`src/rtl/qdma_master.sv`:
```
// qdma_master: wishbone master for DELQA DMA word transfers, with CPU-yield arbitration
// and non-existent-memory detection by ack timeout.
module qdma_master #(
  parameter int TOUT_CYCLES = 64,
  parameter int HOLD_MAX    = 8
) (
  input  logic        wb_clk_i,
  input  logic        wb_rst_n_i,
  input  logic        dma_req_i,
  output logic        dma_gnt_o,
  input  logic [21:0] dma_adr_i,
  input  logic [15:0] dma_dat_i,
  output logic [15:0] dma_dat_o,
  input  logic        dma_stb_i,
  input  logic        dma_we_i,
  output logic        dma_ack_o,
  output logic        dma_err_o,
  output logic [21:0] wbm_adr_o,
  output logic [15:0] wbm_dat_o,
  input  logic [15:0] wbm_dat_i,
  output logic        wbm_cyc_o,
  output logic        wbm_stb_o,
  output logic        wbm_we_o,
  output logic [1:0]  wbm_sel_o,
  input  logic        wbm_ack_i,
  input  logic        cpu_req_i,
  input  logic        cpu_cyc_i,
  output logic        nxm_o,
  input  logic        nxm_clr_i
);
  localparam logic [2:0] S_IDLE  = 3'd0;
  localparam logic [2:0] S_GRANT = 3'd1;
  localparam logic [2:0] S_CYCLE = 3'd2;
  localparam logic [2:0] S_DONE  = 3'd3;
  localparam logic [2:0] S_GAP   = 3'd4;
  localparam logic [7:0] TOUT_LAST = 8'(TOUT_CYCLES - 1);
  localparam logic [8:0] HOLD      = 9'(HOLD_MAX);
  logic [2:0]  state_q, state_d;
  logic        gnt_q, gnt_d, cyc_q, cyc_d, we_q, we_d, ack_q, ack_d, err_q, err_d, nxm_q, nxm_d;
  logic        nxm_set;
  logic [21:0] adr_q, adr_d;
  logic [15:0] wdat_q, wdat_d, rdat_q, rdat_d;
  logic [7:0]  cnt_q, cnt_d, tmr_q, tmr_d, cnt_inc;
  always_comb begin
    state_d = state_q;
    gnt_d   = gnt_q;
    cyc_d   = cyc_q;
    we_d    = we_q;
    ack_d   = ack_q;
    err_d   = err_q;
    adr_d   = adr_q;
    wdat_d  = wdat_q;
    rdat_d  = rdat_q;
    cnt_d   = cnt_q;
    tmr_d   = tmr_q;
    nxm_set = 1'b0;
    cnt_inc = (cnt_q == 8'hff) ? cnt_q : cnt_q + 8'd1;
    case (state_q)
      // GAP behaves like IDLE except it always costs one clock without grant
      S_IDLE, S_GAP: begin
        cnt_d   = 8'd0;
        gnt_d   = dma_req_i & ~cpu_cyc_i;
        state_d = (dma_req_i & ~cpu_cyc_i) ? S_GRANT : S_IDLE;
      end
      S_GRANT:
        if (!dma_req_i) begin
          state_d = S_GAP;
          gnt_d   = 1'b0;
        end else if (dma_stb_i) begin
          state_d = S_CYCLE;
          cyc_d   = 1'b1;
          adr_d   = dma_adr_i & ~22'd1;
          wdat_d  = dma_dat_i;
          we_d    = dma_we_i;
          tmr_d   = 8'd0;
        end
      S_CYCLE:
        if (wbm_ack_i) begin
          state_d = S_DONE;
          cyc_d   = 1'b0;
          ack_d   = 1'b1;
          err_d   = 1'b0;
          rdat_d  = we_q ? rdat_q : wbm_dat_i;
        end else if (tmr_q == TOUT_LAST) begin
          state_d = S_DONE;
          cyc_d   = 1'b0;
          ack_d   = 1'b1;
          err_d   = 1'b1;
          rdat_d  = 16'd0;
          nxm_set = 1'b1;
        end else begin
          tmr_d = tmr_q + 8'd1;
        end
      S_DONE:
        if (!dma_stb_i) begin
          ack_d = 1'b0;
          err_d = 1'b0;
          cnt_d = cnt_inc;
          if (!dma_req_i || (cpu_req_i && {1'b0, cnt_inc} >= HOLD)) begin
            state_d = S_GAP;
            gnt_d   = 1'b0;
          end else begin
            state_d = S_GRANT;
          end
        end
      default: begin
        state_d = S_IDLE;
        gnt_d   = 1'b0;
        cyc_d   = 1'b0;
        ack_d   = 1'b0;
        err_d   = 1'b0;
      end
    endcase
    nxm_d = nxm_set | (nxm_q & ~nxm_clr_i);
  end
  always_ff @(posedge wb_clk_i or negedge wb_rst_n_i) begin
    if (!wb_rst_n_i) begin
      state_q <= S_IDLE;
      gnt_q   <= 1'b0;
      cyc_q   <= 1'b0;
      we_q    <= 1'b0;
      ack_q   <= 1'b0;
      err_q   <= 1'b0;
      nxm_q   <= 1'b0;
      adr_q   <= 22'd0;
      wdat_q  <= 16'd0;
      rdat_q  <= 16'd0;
      cnt_q   <= 8'd0;
      tmr_q   <= 8'd0;
    end else begin
      state_q <= state_d;
      gnt_q   <= gnt_d;
      cyc_q   <= cyc_d;
      we_q    <= we_d;
      ack_q   <= ack_d;
      err_q   <= err_d;
      nxm_q   <= nxm_d;
      adr_q   <= adr_d;
      wdat_q  <= wdat_d;
      rdat_q  <= rdat_d;
      cnt_q   <= cnt_d;
      tmr_q   <= tmr_d;
    end
  end
  assign dma_gnt_o = gnt_q;
  assign dma_dat_o = rdat_q;
  assign dma_ack_o = ack_q;
  assign dma_err_o = err_q;
  assign wbm_adr_o = adr_q;
  assign wbm_dat_o = wdat_q;
  assign wbm_cyc_o = cyc_q;
  assign wbm_stb_o = cyc_q;
  assign wbm_we_o  = we_q;
  assign wbm_sel_o = {2{cyc_q}};
  assign nxm_o     = nxm_q;
endmodule
```
`config.mk`:
```
export PLATFORM = sky130hd
export DESIGN_NAME = qdma_master
export DESIGN_NICKNAME = d
export VERILOG_FILES = /design/src/rtl/qdma_master.sv
export SDC_FILE = /design/constraint.sdc
export NUM_CORES = 1
export LEC_CHECK = 0
export CAP_MARGIN = 20
export CORE_MARGIN = 2
export CORE_UTILIZATION = 35
export CTS_CLUSTER_SIZE = 25
export DETAILED_ROUTE_END_ITERATION = 8
export GPL_TIMING_DRIVEN = 1
export HOLD_SLACK_MARGIN = 0.03
export PLACE_DENSITY = 0.65
export SETUP_SLACK_MARGIN = 0.2
export SYNTH_ARGS = -nofsm -noshare
export SYNTH_HDL_FRONTEND = slang
export SYNTH_SLANG_ARGS = --single-unit
```
`constraint.sdc`:
```
create_clock -name wb_clk_i -period 2 [get_ports wb_clk_i]
set_input_delay 0.3 -clock wb_clk_i [delete_from_list [all_inputs] [get_ports wb_clk_i]]
set_output_delay 0.3 -clock wb_clk_i [all_outputs]
set_load 0.005 [all_outputs]
```
== Word-level counts from Yosys, hierarchy flattened ==
Cells that the tools add are included.
Cells by class
  reductions and logical operators: 18
  $add $sub $neg: 2
  equality and inequality tests: 16
  $lt $le $gt $ge: 1
  bitwise logic cells: 8
  multiplexer cells: 37
Operators by type and width (number)
  2-to-1 mux 16 bit: 3
  2-to-1 mux 8 bit: 6
  one-hot mux 8 bit (2 select lines): 2
  2-to-1 mux 3 bit: 6
  adder 8 x 1 -> 8 bit (second input constant): 2
  != test 2 bit (second input constant): 8
  2-to-1 mux 1 bit: 15
  one-hot mux 3 bit (4 select lines): 1
  AND reduction 3 bit: 4
  one-hot mux 1 bit (3 select lines): 3
  == test 8 x 6 -> 1 bit (second input constant): 1
  == test 8 bit (second input constant): 1
  greater-or-equal comparator 8 x 4 -> 1 bit (second input constant): 1
  AND reduction 4 bit: 2
  == test 3 x 2 -> 1 bit (second input constant): 2
  != test 3 bit (second input constant): 2
  nonzero test 2 bit: 3
  OR reduction 3 bit: 2
  NOT 1 bit: 5
  AND reduction 5 bit: 1
  one-hot mux 1 bit (4 select lines): 1
  == test 3 x 1 -> 1 bit (second input constant): 1
  == test 3 bit (second input constant): 1
  zero test 3 bit: 1
  other kinds (7): 8
Storage, ports and cells
  output and inout bits: 63
  register bits: 78
  word-level logic and storage cells: 94
  input port bits: 63

== Longest topological paths before layout ==
Gate-level depths: netlist (run 1).
  depth in word-level cells: 8
  gate-level depth with buffers: 7
  depth with buffers taken out: 5

== Worst setup path before layout (run 1) ==
Ideal clock, no wire load.
  path type: register -> register
  start: register tmr_q[0]
  end: register rdat_q[10], in the netlist dma_dat_o[10]
  clock period less this slack: 1.720 ns
  buffers on the path: 1
  stages on the path, launching flop included: 7
  slack: 0.280 ns
  library setup time: 0.079 ns
  arrival time: 1.641 ns
  data required time: 1.921 ns
  cell sequence: dfrtp_1 > ha_1 > nand3_1 > nor3_1 > o21ai_2 > buf_4 > mux2i_1
On the way
  cells in the longest elaborated chain, start to end: 3
Ends and longest elaborated chain
  from (decl): line 43  | logic [7:0] cnt_q, cnt_d, tmr_q, tmr_d, cnt_inc;
  from (signal assigned): line 142  | tmr_q <= tmr_d;
  == test 8 x 6 -> 1 bit: line 84  | end else if (tmr_q == TOUT_LAST) begin
  nonzero test 2 bit (no line)
  AND reduction 3 bit (no line)
  to (signal assigned): line 140  | rdat_q <= rdat_d;
  to (decl): line 42  | logic [15:0] wdat_q, wdat_d, rdat_q, rdat_d;
Every way passes these cells.
A chain may end at the register's enable or synchronous reset.

== Worst setup path in the final report (run 1) ==
  start: register cnt_q[0]
  end: register state_q[0]
On the way
  cells in the longest elaborated chain, start to end: 8
  elaborated cells on any way between the ends: 9
  classes of those cells: 1 x add/sub; 1 x order compare; 1 x eq/ne; 4 x mux; 2 x reduce/logical
Ends and longest elaborated chain
  from (decl): line 43
  from (signal assigned): line 141  | cnt_q <= cnt_d;
  adder 8 x 1 -> 8 bit / == test 8 bit (equally long branches): line 57  | cnt_inc = (cnt_q == 8'hff) ? cnt_q : cnt_q + 8'd1;
  2-to-1 mux 8 bit *: line 57
  greater-or-equal comparator 8 x 4 -> 1 bit *: line 99  | if (!dma_req_i || (cpu_req_i && {1'b0, cnt_inc} >= HOLD)) begin
  logical AND 1 bit *: line 99
  logical OR 1 bit *: line 99
  2-to-1 mux 3 bit *: line 99
  2-to-1 mux 3 bit *: line 95  | if (!dma_stb_i) begin
  one-hot mux 3 bit (4 select lines) *: line 58  | case (state_q)
  to (signal assigned): line 131  | state_q <= state_d;
  to (decl): line 38  | logic [2:0] state_q, state_d;
Every way passes the cells marked *; elsewhere a longest branch is shown, timed or not. The select of a mux whose other input is x is not followed.

==> summary.md, run 1 <==
| Metric | Value |
|---|---|
| Stages on worst setup path | 5 |
| Setup WS pre-CTS | approximately 0.0063 ns |
| Max-cap violations | 0 |
| CTS tree | done |
| Avg Vias per Cell | 4.79 |
| ANT nets after route | 0 |
| Largest delay contributor family on the critical path | compound AO/OA/AOI/OAI gates |
| Fin. max-slew vios | 0 |
| GRT Residual Overflow | 0 |
| I/O pins | 126 |
| Hold Worst Slack | 0.420 ns |
| Clock Sinks | 78 |
| Die Area | between 10000 and 15000 sq um |
| Peak supply drop | approximately 600 uV |
| Core Area | a little over 10000 sq um |
| Routed len/inst | between 10 and 15 um |
| Largest net degree at the start of global routing | 52 |
| Final hold vios | 0 |
| Power Internal | approximately 0.0046 W |
| Drt pass-1 iters | 4 |
| Bufs and invs on worst path | 0 |
| Layout filler cell count | ~940 |
| CP max stage cell | dfrtp_1 |
| Sequential power share | about two fifths |
| Area grow syn2layout | 45.7% |
| Syn Area/Cell | between 9 and 10 sq um |
| TNS Setup | 0 ns |
| Clock power frac | a little under 20% |
| Slack of the critical path | approximately 0.29 ns |
| Combinational share of power | roughly two fifths |
| CP Launch Type | register |
| CP Data Arrival Time | a little under 2 ns |
| Worst hold path type | in -> async |
| Fmax | 0.584 GHz |
| RSZ-0062 raised after global routing | false |
| Post-synthesis sequential area ratio | 52.5% |
| Nets | slightly below 600 |
| Clock buffer depth | 2 |
| Vias in the first global route | 3323 |
| DP Wirelength | between 6 and 7 mm |
| Slowest Stage Delay on Critical Path | approximately 0.46 ns |
| N_diodes | 0 |
| Initial DRC Count | approximately 150 |
| CTS H-tree depth | 3 |
| Ratio of cells with drive above 1 in the final layout | 10.1% |
| Post-route DRC | 0 |
| Maximum net fanout on the critical path | 7 |
| Switch Pwr | 0.00208 W |
| Power Density | between 1000 and 1500 nW/um^2 |
| Clock Latency Late Sink | around 0.35 ns |
| Vias | between 3000 and 4000 |
| WP data required | 2.22 ns |
| Die Wd | 107 um |
| Most frequent cells in the layout | nand2_1 (145), clkdlybuf4s50_1 (122), dfrtp_1 (75), inv_1 (24), mux2i_1 (23) |
| Syn nets | around 470 |
| Sw Ratio | about 31% |
| EDFF count, synth | 0 |
| #FFs+latches synth | about 80 |
| Die Y | between 100 and 150 um |
| Final setup fails | 0 |
| Final Skew | between 0.01 and 0.015 ns |
| Mapped Area | around 3700 sq um |
| GP Congestion | roughly 0.8 |
| Period minus WS final | 1.71 ns |
| DRT Wirelength | between 9 and 10 mm |
| R2r worst-path depth | 5 |
| Ys Warns | 0 |
| Worst Setup Path Type | reg -> reg |
| CP Cell Sequence | ha_1, and3_1, a32o_1, o2111ai_2, a2bb2oi_1 |
| All-Layer GR Usage | between 10% and 20% |
| Overall Power | between 0.006 and 0.007 W |
| Setup slack, reg-to-reg | 0.29 ns |
| Worst setup EP type | register |
| Starting Density | between 30% and 40% |
| Cell variety after synth | 54 |
| Reg clk slew, reported paths | ~0.08 ns |
| Leakage | roughly 2.6 nW |
| Post-route clock period utilization | 85.6% |
| CTS root buf | clkbuf_8 |
| Cts bufs inserted | 9 |
| Synth Instances | roughly 400 |
| Outcome | completed |
| Most common cell after layout, fill and taps aside | nand2_1 |
| Row cnt | 37 |
| Port buffer count | about 120 |
| Initial antenna violation count | 0 |
| Synth Flop Type | dfrtp_1 |
| First-pass GRT wire length | 15.5 mm |
| Ys async rst share | 100% |
==> final cells by class <==
class	instances	area [sq um]	share of cell area, %
Clock buffer	10	128	2.36
Clock inverter	6	86.3	1.59
Inverter	24	90.1	1.66
Multi-Input combinational cell	277	1590	29.4
Sequential cell	78	1960	36.1
Tap cell	136	170	3.14
Timing Repair Buffer	142	1400	25.8
==> final timing paths <==
kind,start,endpoint
worst max-delay path,cnt_q[0],state_q[0]
worst min-delay path,wb_rst_n_i,wbm_dat_o[10]
worst max register to register,cnt_q[0],state_q[0]
worst min register to register,wbm_dat_o[6],wbm_dat_o[6]
max in group asynchronous,wb_rst_n_i,state_q[0]
min in group wb_clk_i,wbm_dat_o[6],wbm_dat_o[6]
==> cells in the mapped netlist (3+ instances only) <==
cell | number | area [sq um]
buf_1 | 4 | 15.0
mux2i_1 | 23 | 230
buf_4 | 5 | 37.5
nor2b_1 | 5 | 31.3
inv_1 | 24 | 90.1
clkbuf_1 | 8 | 30.0
nor2_1 | 9 | 33.8
a32o_1 | 3 | 30.0
buf_2 | 3 | 15.0
nor3_1 | 6 | 30.0
o211ai_1 | 3 | 22.5
a21oi_1 | 10 | 50.1
a21o_1 | 5 | 37.5
dfrtp_1 | 78 | 1950
nand2b_1 | 4 | 25.0
a311oi_1 | 4 | 35.0
nand3_1 | 4 | 20.0
a211oi_1 | 5 | 37.5
and3_1 | 6 | 37.5
o21ai_0 | 7 | 35.0
nand2_1 | 145 | 544
==> cells by family (layout without fill, tap and decap cells) <==
logic type               after synthesis  in the layout  share of synthesized area [%]
buffers and inverters                 46            182                           5.48
other                                  1              1                          0.101
XOR/XNOR                               2              2                          0.471
multiplexers                          23             23                           6.19
AO/OA/AOI/OAI                         53             53                           10.7
adder cells (fa/ha/maj)                2              2                          0.673
AND/OR/NAND/NOR                      196            196                           23.9
flip-flops                            78             78                           52.5
==> worst reg2reg max path, cell delays in order (launching register included) <==
cell	delay [ns]
dfrtp_1	0.46
ha_1	0.28
and3_1	0.24
a32o_1	0.27
o2111ai_2	0.23
a2bb2oi_1	0.10
==> what timing repair did <==
| item | CTS | global route |
|---|---|---|
| endpoints found under the setup margin | 3 | 43 |
| buffers inserted | 0 | 4 |
| pin swaps | 0 | 1 |
| gates resized for setup | 2 | 6 |
| hold buffers | 1 | 0 |
| hold endpoints to repair | 27 | 0 |
==> layer usage <==
metal	GRT usage [%]	part of all wire, %	up-vias
met5	0	0	-
met4	5.47	1.7	0
met3	5.29	6.4	13
met2	27.4	47	89
met1	21.1	45	1538
li1	-	-	1584
==> metrics by stage <==
stage | instance area, sq um | util (%) | instances
after floorplan | 3720 | - | 401
after global placement | 5140 | 49.8 | 652
after detailed placement | 5140 | 49.8 | 652
after CTS | 5370 | 52.0 | 669
after global routing | 5420 | 52.5 | 673
final | 5420 | 52.5 | 673
==> power by group through the flow <==
stage / logic, W / clock network [W] / registers [W]
after floorplan: 0.00113 / 0 / 0.00263
after global placement: 0.00266 / 0 / 0.00263
after detailed placement: 0.00270 / 0 / 0.00266
after CTS: 0.00272 / 0.00134 / 0.00264
after global routing: 0.00304 / 0.00141 / 0.00272
final: 0.00272 / 0.00129 / 0.00263
==> state kept, by name (all words and copies together) (netlist names) <==
name	cells
nxm_o	1
state_q	3
tmr_q	8
dma_err_o	1
wbm_we_o	1
dma_gnt_o	1
wbm_dat_o	16
dma_dat_o	16
cnt_q	8
wbm_adr_o	21
wbm_cyc_o	1
dma_ack_o	1
Note: power is estimated with default switching activity, not from simulation.
==> run 2: changes to the inputs <==
CORE_MARGIN = 4   (was 2)
==> run 2 against run 1 <==
  * Sequential share of layout area increased by 0.096 points
  * Via count decreased by 1.2%
  * Cell count increased by 0.30%
  * Sequential cell count stayed put
  * Utilization fell by 0.21 points
  * Total power shrank 1.1%
  * Hold slack better by 0.057 ns
  * Global-route usage is 1.7 points lower
  * Critical path type unchanged
==> summary.md, run 2 (synthesized netlist as in run 1, its figures left out) <==
| Metric | Value |
|---|---|
| Outcome | completed |
| Grt met1 use | 19.1% (-2.0 points) |
| CP Launch Type | register |
| Worst-Margin Slew | 0.557 ns |
| Leakage | 2.58 nW (-0.21%) |
| Most common cell after layout, fill and taps aside | nand2_1 |
| Drt pass-1 iters | 4 (unchanged) |
| Nets | 599 (+0.34%) |
| Worst Hold Depth | 3 |
| Most frequent cells in the layout | nand2_1 (145), clkdlybuf4s50_1 (122), dfrtp_1 (77), inv_1 (24), mux2i_1 (23) |
| I/O pins | 126 (unchanged) |
| Largest net degree at the start of global routing | 43 (-17%) |
| GRT Max-Usage Layer | met2 |
| Core Area | 10300 sq um (unchanged) |
| Die Area | 12300 sq um (+7.6%) |
| Clock Latency Late Sink | 0.34 ns (about the same) |
| TNS Setup | 0 ns (unchanged) |
| Final setup fails | 0 (unchanged) |
| CTS root buf | clkbuf_8 |
| RSZ-0062 raised after global routing | true |
| GR Util met2 | 24.9% (-2.5 points) |
| Vias in the first global route | 3216 (-3.2%) |
| Area grow syn2layout | 45.2% |
| Hold Crit Start | dma_adr_i[8] |
| Reg clk slew, reported paths | 0.09 ns (about the same) |
| Max reg flops | 21 (unchanged) |
| Final Skew | 0.0163 ns (+0.00231 ns) |
| Post-route DRC | 0 (unchanged) |
| WHS Endpoint | wbm_adr_o[8] |
| Worst setup EP type | register |
| All-Layer GR Usage | 15.1% (-1.7 points) |
| Routed len/inst | 13.8 um (+2.9%) |
| First-pass GRT wire length | 15.5 mm (about the same) |
| R2r worst-path depth | 5 (unchanged) |
| CP max stage cell | dfrtp_1 |
| Port buffer count | 123 (unchanged) |
| Clock buffer depth | 2 (unchanged) |
| CP Data Arrival Time | 1.92 ns (about the same) |
| Initial antenna violation count | 0 (unchanged) |
| ANT nets after route | 0 (unchanged) |
| GP Congestion | 0.802 (-0.91%) |
| GRT Residual Overflow | 0 (unchanged) |
| Worst hold path type | in -> reg |
| Critical R2R Launch | cnt_q[0] |
| Fmax | 0.585 GHz (+0.22%) |
| Row cnt | 37 (unchanged) |
| Cts bufs inserted | 9 (unchanged) |
| Grt met3 use | 3.93% (-1.4 points) |
| Starting Density | 36.0% (unchanged) |
| Setup slack, reg-to-reg | 0.29 ns (about the same) |
| N_diodes | 0 (unchanged) |
| Period minus WS final | 1.71 ns (-0.00380 ns) |
| Maximum net fanout on the critical path | 7 (unchanged) |
| Clock Sinks | 78 (unchanged) |
| Peak supply drop | 542 uV (-7.9%) |
| Ratio of cells with drive above 1 in the final layout | 9.83% (-0.22 points) |
| DP Wirelength | 6.80 mm (+6.5%) |
| Fin. max-slew vios | 0 (unchanged) |
| WP data required | 2.21 ns (about the same) |
| Max-cap violations | 0 (unchanged) |
| Final hold vios | 0 (unchanged) |
| Worst Setup Path Type | reg -> reg |
| Post-route clock period utilization | 85.4% (-0.19 points) |
| Vias | 3186 (-1.2%) |
| CTS H-tree depth | 3 (unchanged) |
| Avg Vias per Cell | 4.72 (-1.5%) |
| Worst r2r dst | state_q[0] |
| Initial DRC Count | 153 (+4.8%) |
| Relative slew margins | 62.9% |
| Die Wd | 111 um (+3.7%) |
| Slack of the critical path | 0.291 ns (+0.00380 ns) |
| Die Y | 111 um (+3.7%) |
| Slowest Stage Delay on Critical Path | 0.46 ns (about the same) |
| Setup WS pre-CTS | 0.101 ns (+0.0947 ns) |
| DRT Wirelength | 9.31 mm (+3.2%) |
| CP Cell Sequence | ha_1, and3_1, a32o_1, o2111ai_2, a2bb2oi_1 |
| CTS tree | done |
| Power Density | 1220 nW/um^2 (-0.70%) |
run 2: changes by cell type in the layout (fill, tap and decap cells not counted), sizes merged:
cell	delta
clkbuf	-1
clkinvlp	+1
clkinv	-2
buf	+3
bufinv	-1
inv	+2
run 2: how the worst max path moves through the flow:
stage	from	to	slack (ns)	cells past startpoint
floorplan	tmr_q[0]	dma_dat_o[10]	0.28	6
global placement	dma_req_i	state_q[0]	0.10	6
detailed placement	dma_req_i	wbm_adr_o[4]	0.10	6
CTS	cnt_q[0]	state_q[0]	0.23	5
global route	cnt_q[0]	state_q[0]	0.18	5
finish	cnt_q[0]	state_q[0]	0.29	5
run 2: final cells by class:
| class | count | area [sq um] |
|---|---|---|
| Clock buffer | 10 | 128 |
| Clock inverter | 6 | 67.6 |
| Timing Repair Buffer | 144 | 1410 |
| Tap cell | 136 | 170 |
| Sequential cell | 78 | 1950 |
| Multi-Input combinational cell | 277 | 1580 |
| Fill cell | 949 | 4930 |
| Inverter | 24 | 90.1 |
run 2: per-layer routing:
layer,vias up,share of wire [%]
met3,10,6.0
met5,-,0
met1,1507,45
met2,76,47
li1,1593,-
met4,0,1.3
run 2: repair_timing:
item / in CTS / in global routing
endpoints found under the setup margin: 0 / 32
endpoints found under the hold margin: 38 / 0
hold buffers: 1 / 0
gates resized for setup: 0 / 5
setup buffers: 0 / 2
run 2: critical path, delay by kind of cell, from the launching register on:
kind,cells,cell delay [ns]
AOI/OAI and AO/OA,3,0.59
adders and majority gates,1,0.28
DFF,1,0.46
and+or+nand+nor,1,0.24
run 2: power breakdown:
group          internal [W]  switching [W]
Sequential          0.00220       0.000440
Combinational       0.00166        0.00108
Clock              0.000584       0.000598
run 2: metrics by stage:
step / std cells / instance area, sq um / hold WS [ns] / power, W / util, %
final: 675 / 5400 / 0.477 / 0.00656 / 52.3
after global routing: 675 / 5400 / 0.464 / 0.00706 / 52.3
after CTS: 673 / 5360 / 0.453 / 0.00664 / 51.9
after detailed placement: 656 / 5160 / 0.327 / 0.00541 / 49.9
after global placement: 656 / 5160 / 0.322 / 0.00533 / 49.9
after floorplan: 401 / 3720 / 0.00441 / 0.00376 / -
==> RTL change: new RTL, flow settings as in run 1 <==
Take the reset off `wdat_q` and load it in a clocked block of its own.
--- a/src/rtl/qdma_master.sv
+++ b/src/rtl/qdma_master.sv
@@ -123,7 +123,6 @@
       err_q   <= 1'b0;
       nxm_q   <= 1'b0;
       adr_q   <= 22'd0;
-      wdat_q  <= 16'd0;
       rdat_q  <= 16'd0;
       cnt_q   <= 8'd0;
       tmr_q   <= 8'd0;
@@ -136,11 +135,14 @@
       err_q   <= err_d;
       nxm_q   <= nxm_d;
       adr_q   <= adr_d;
-      wdat_q  <= wdat_d;
       rdat_q  <= rdat_d;
       cnt_q   <= cnt_d;
       tmr_q   <= tmr_d;
     end
+  end
+
+  always_ff @(posedge wb_clk_i) begin
+    wdat_q <= wdat_d;
   end
   assign dma_gnt_o = gnt_q;
   assign dma_dat_o = rdat_q;
Function: differs if wb_rst_n_i is asserted again (counterexample within 4 cycles, from zero or initial values and one cycle with wb_rst_n_i low); with wb_rst_n_i held inactive, the same outputs for 4 cycles.
==> RTL change against run 1 <==
  * Worst setup slack worse by 0.045 ns
  * Highest routed layer unchanged
  * Sequential cell count is the same
  * First-iteration DRC count fell by 27%
  * Synthesized cell count shrank 12%
  * Worst hold slack improved by 0.053 ns
  * Utilization barely moved
  * Synthesized area fell by 3.2%
  * Sequential share of layout area up 2.1 points
  * Cell area decreased by 1.7%
  * Clock power is 10% lower
  * Non-clock buffer count grew 7
  * Power down 10%
  * Critical path type unchanged
  * Largest cell class unchanged
  * Routed wire length about the same
==> RTL change: results (changes against run 1) <==
max_stage_delay_ns: 0.42  # was 0.46 ns
status: "complete, no violations"  # unchanged
grt_use_met1: 0.222  # was 0.211
reg2reg_to: "dma_gnt_o"  # was state_q[0]
use_met2: 0.271  # was 0.274
fin_worst_skew_ns: 0.0121  # was 0.0139 ns
synth_commonest_cells: "nand2_1, dfrtp_1, mux2i_1"  # was nand2_1, dfrtp_1, inv_1
met3_usage: 0.0421  # was 0.0529
path_class: "register to register"  # unchanged
rrSetupSlack_ns: 0.24  # was 0.29 ns
wire_per_inst_um: 14.3  # was 13.4 um
grt_start_max_net_pins: 26  # was 52
drive_above_1_share: 0.115  # was 0.101
vias: 3051  # was 3224
placed_area_sq_um: 5060  # was 5140 sq um
yosysUniqueCellTypes: 55  # was 54
track_usage: 0.168  # about the same
avgSynthCellArea_sq_um: 10.2  # was 9.27 sq um
hold_depth: 3
synthTopCellsByArea: "dfrtp_1, edfxtp_1, nand2_1, mux2i_1, inv_1"  # was dfrtp_1, nand2_1, mux2i_1, inv_1, a21oi_1
detailedRoute.firstIterationViolations: 107  # was 146
wirelength_um: 9020  # about the same
hp-class: "primary input to register"  # was primary input to asynchronous set/reset pin
leakage_nw: 2.40  # was 2.58 nW
grt_pass1_vias: 3075  # was 3323
grt_pass1_wl_um: 14800  # was 15500 um
cp_max_fo: 5  # was 7
finalHoldWorstSlack_ns: 0.473  # was 0.420 ns
peakVddDrop_mv: 0.552  # was 0.588 mV
dp_hpwl_um: 6430  # was 6390 um
dp_cells: 612  # was 652
-- RTL change: repair_timing --
| item | 4_1_cts | 5_1_grt |
|---|---|---|
| endpoints found under the hold margin | 22 | 0 |
| pin swaps | 1 | 4 |
| resized for setup | 1 | 6 |
| setup buffers | 2 | 1 |
| endpoints found under the setup margin | 19 | 26 |
| hold buffers | 1 | 0 |
-- RTL change: per-layer routing --
metal | vias up | part of all wire
li1 | 1469 | -
met1 | 1454 | 0.47
met2 | 120 | 0.46
met3 | 8 | 0.060
met4 | 0 | 0.011
met5 | - | 0
-- RTL change: cell families after synthesis --
kind of cell / synth area share
buffers and inverters: 0.0570
other: 0.00104
multiplexers: 0.0619
AND/OR/NAND/NOR: 0.213
flip-flops: 0.564
adder cells (fa/ha/maj): 0.00695
XOR/XNOR: 0.00730
AO/OA/AOI/OAI: 0.0883
-- RTL change: critical path, delay by kind of cell, from the launching register on --
family,cells,cell delay (ns)
AOI/OAI and AO/OA,2,0.60
and+or+nand+nor,2,0.47
DFF,1,0.42
adders and majority gates,1,0.19
-- RTL change: area by class of cell --
class / count / area, sq um
Multi-Input combinational cell: 233 / 1400
Timing Repair Buffer: 149 / 1460
Tap cell: 136 / 170
Inverter: 20 / 75.1
Clock inverter: 7 / 65.1
Sequential cell: 78 / 2030
Fill cell: 908 / 4810
Clock buffer: 9 / 124
-- RTL change: stage by stage --
step	worst slack [ns]	TNS, ns
final	0.242	0
after detailed placement	-0.196	-2.84
after global routing	0.190	0
after global placement	-0.118	-1.82
after CTS	0.203	0
after floorplan	0.267	0
-- RTL change: power breakdown --
part           internal [mW]  switching, mW  leakage (nW)
combinational           1.40          0.966          1.36
clock                  0.568          0.593        0.0964
sequential              2.13          0.322         0.940
total                   4.09           1.88          2.40
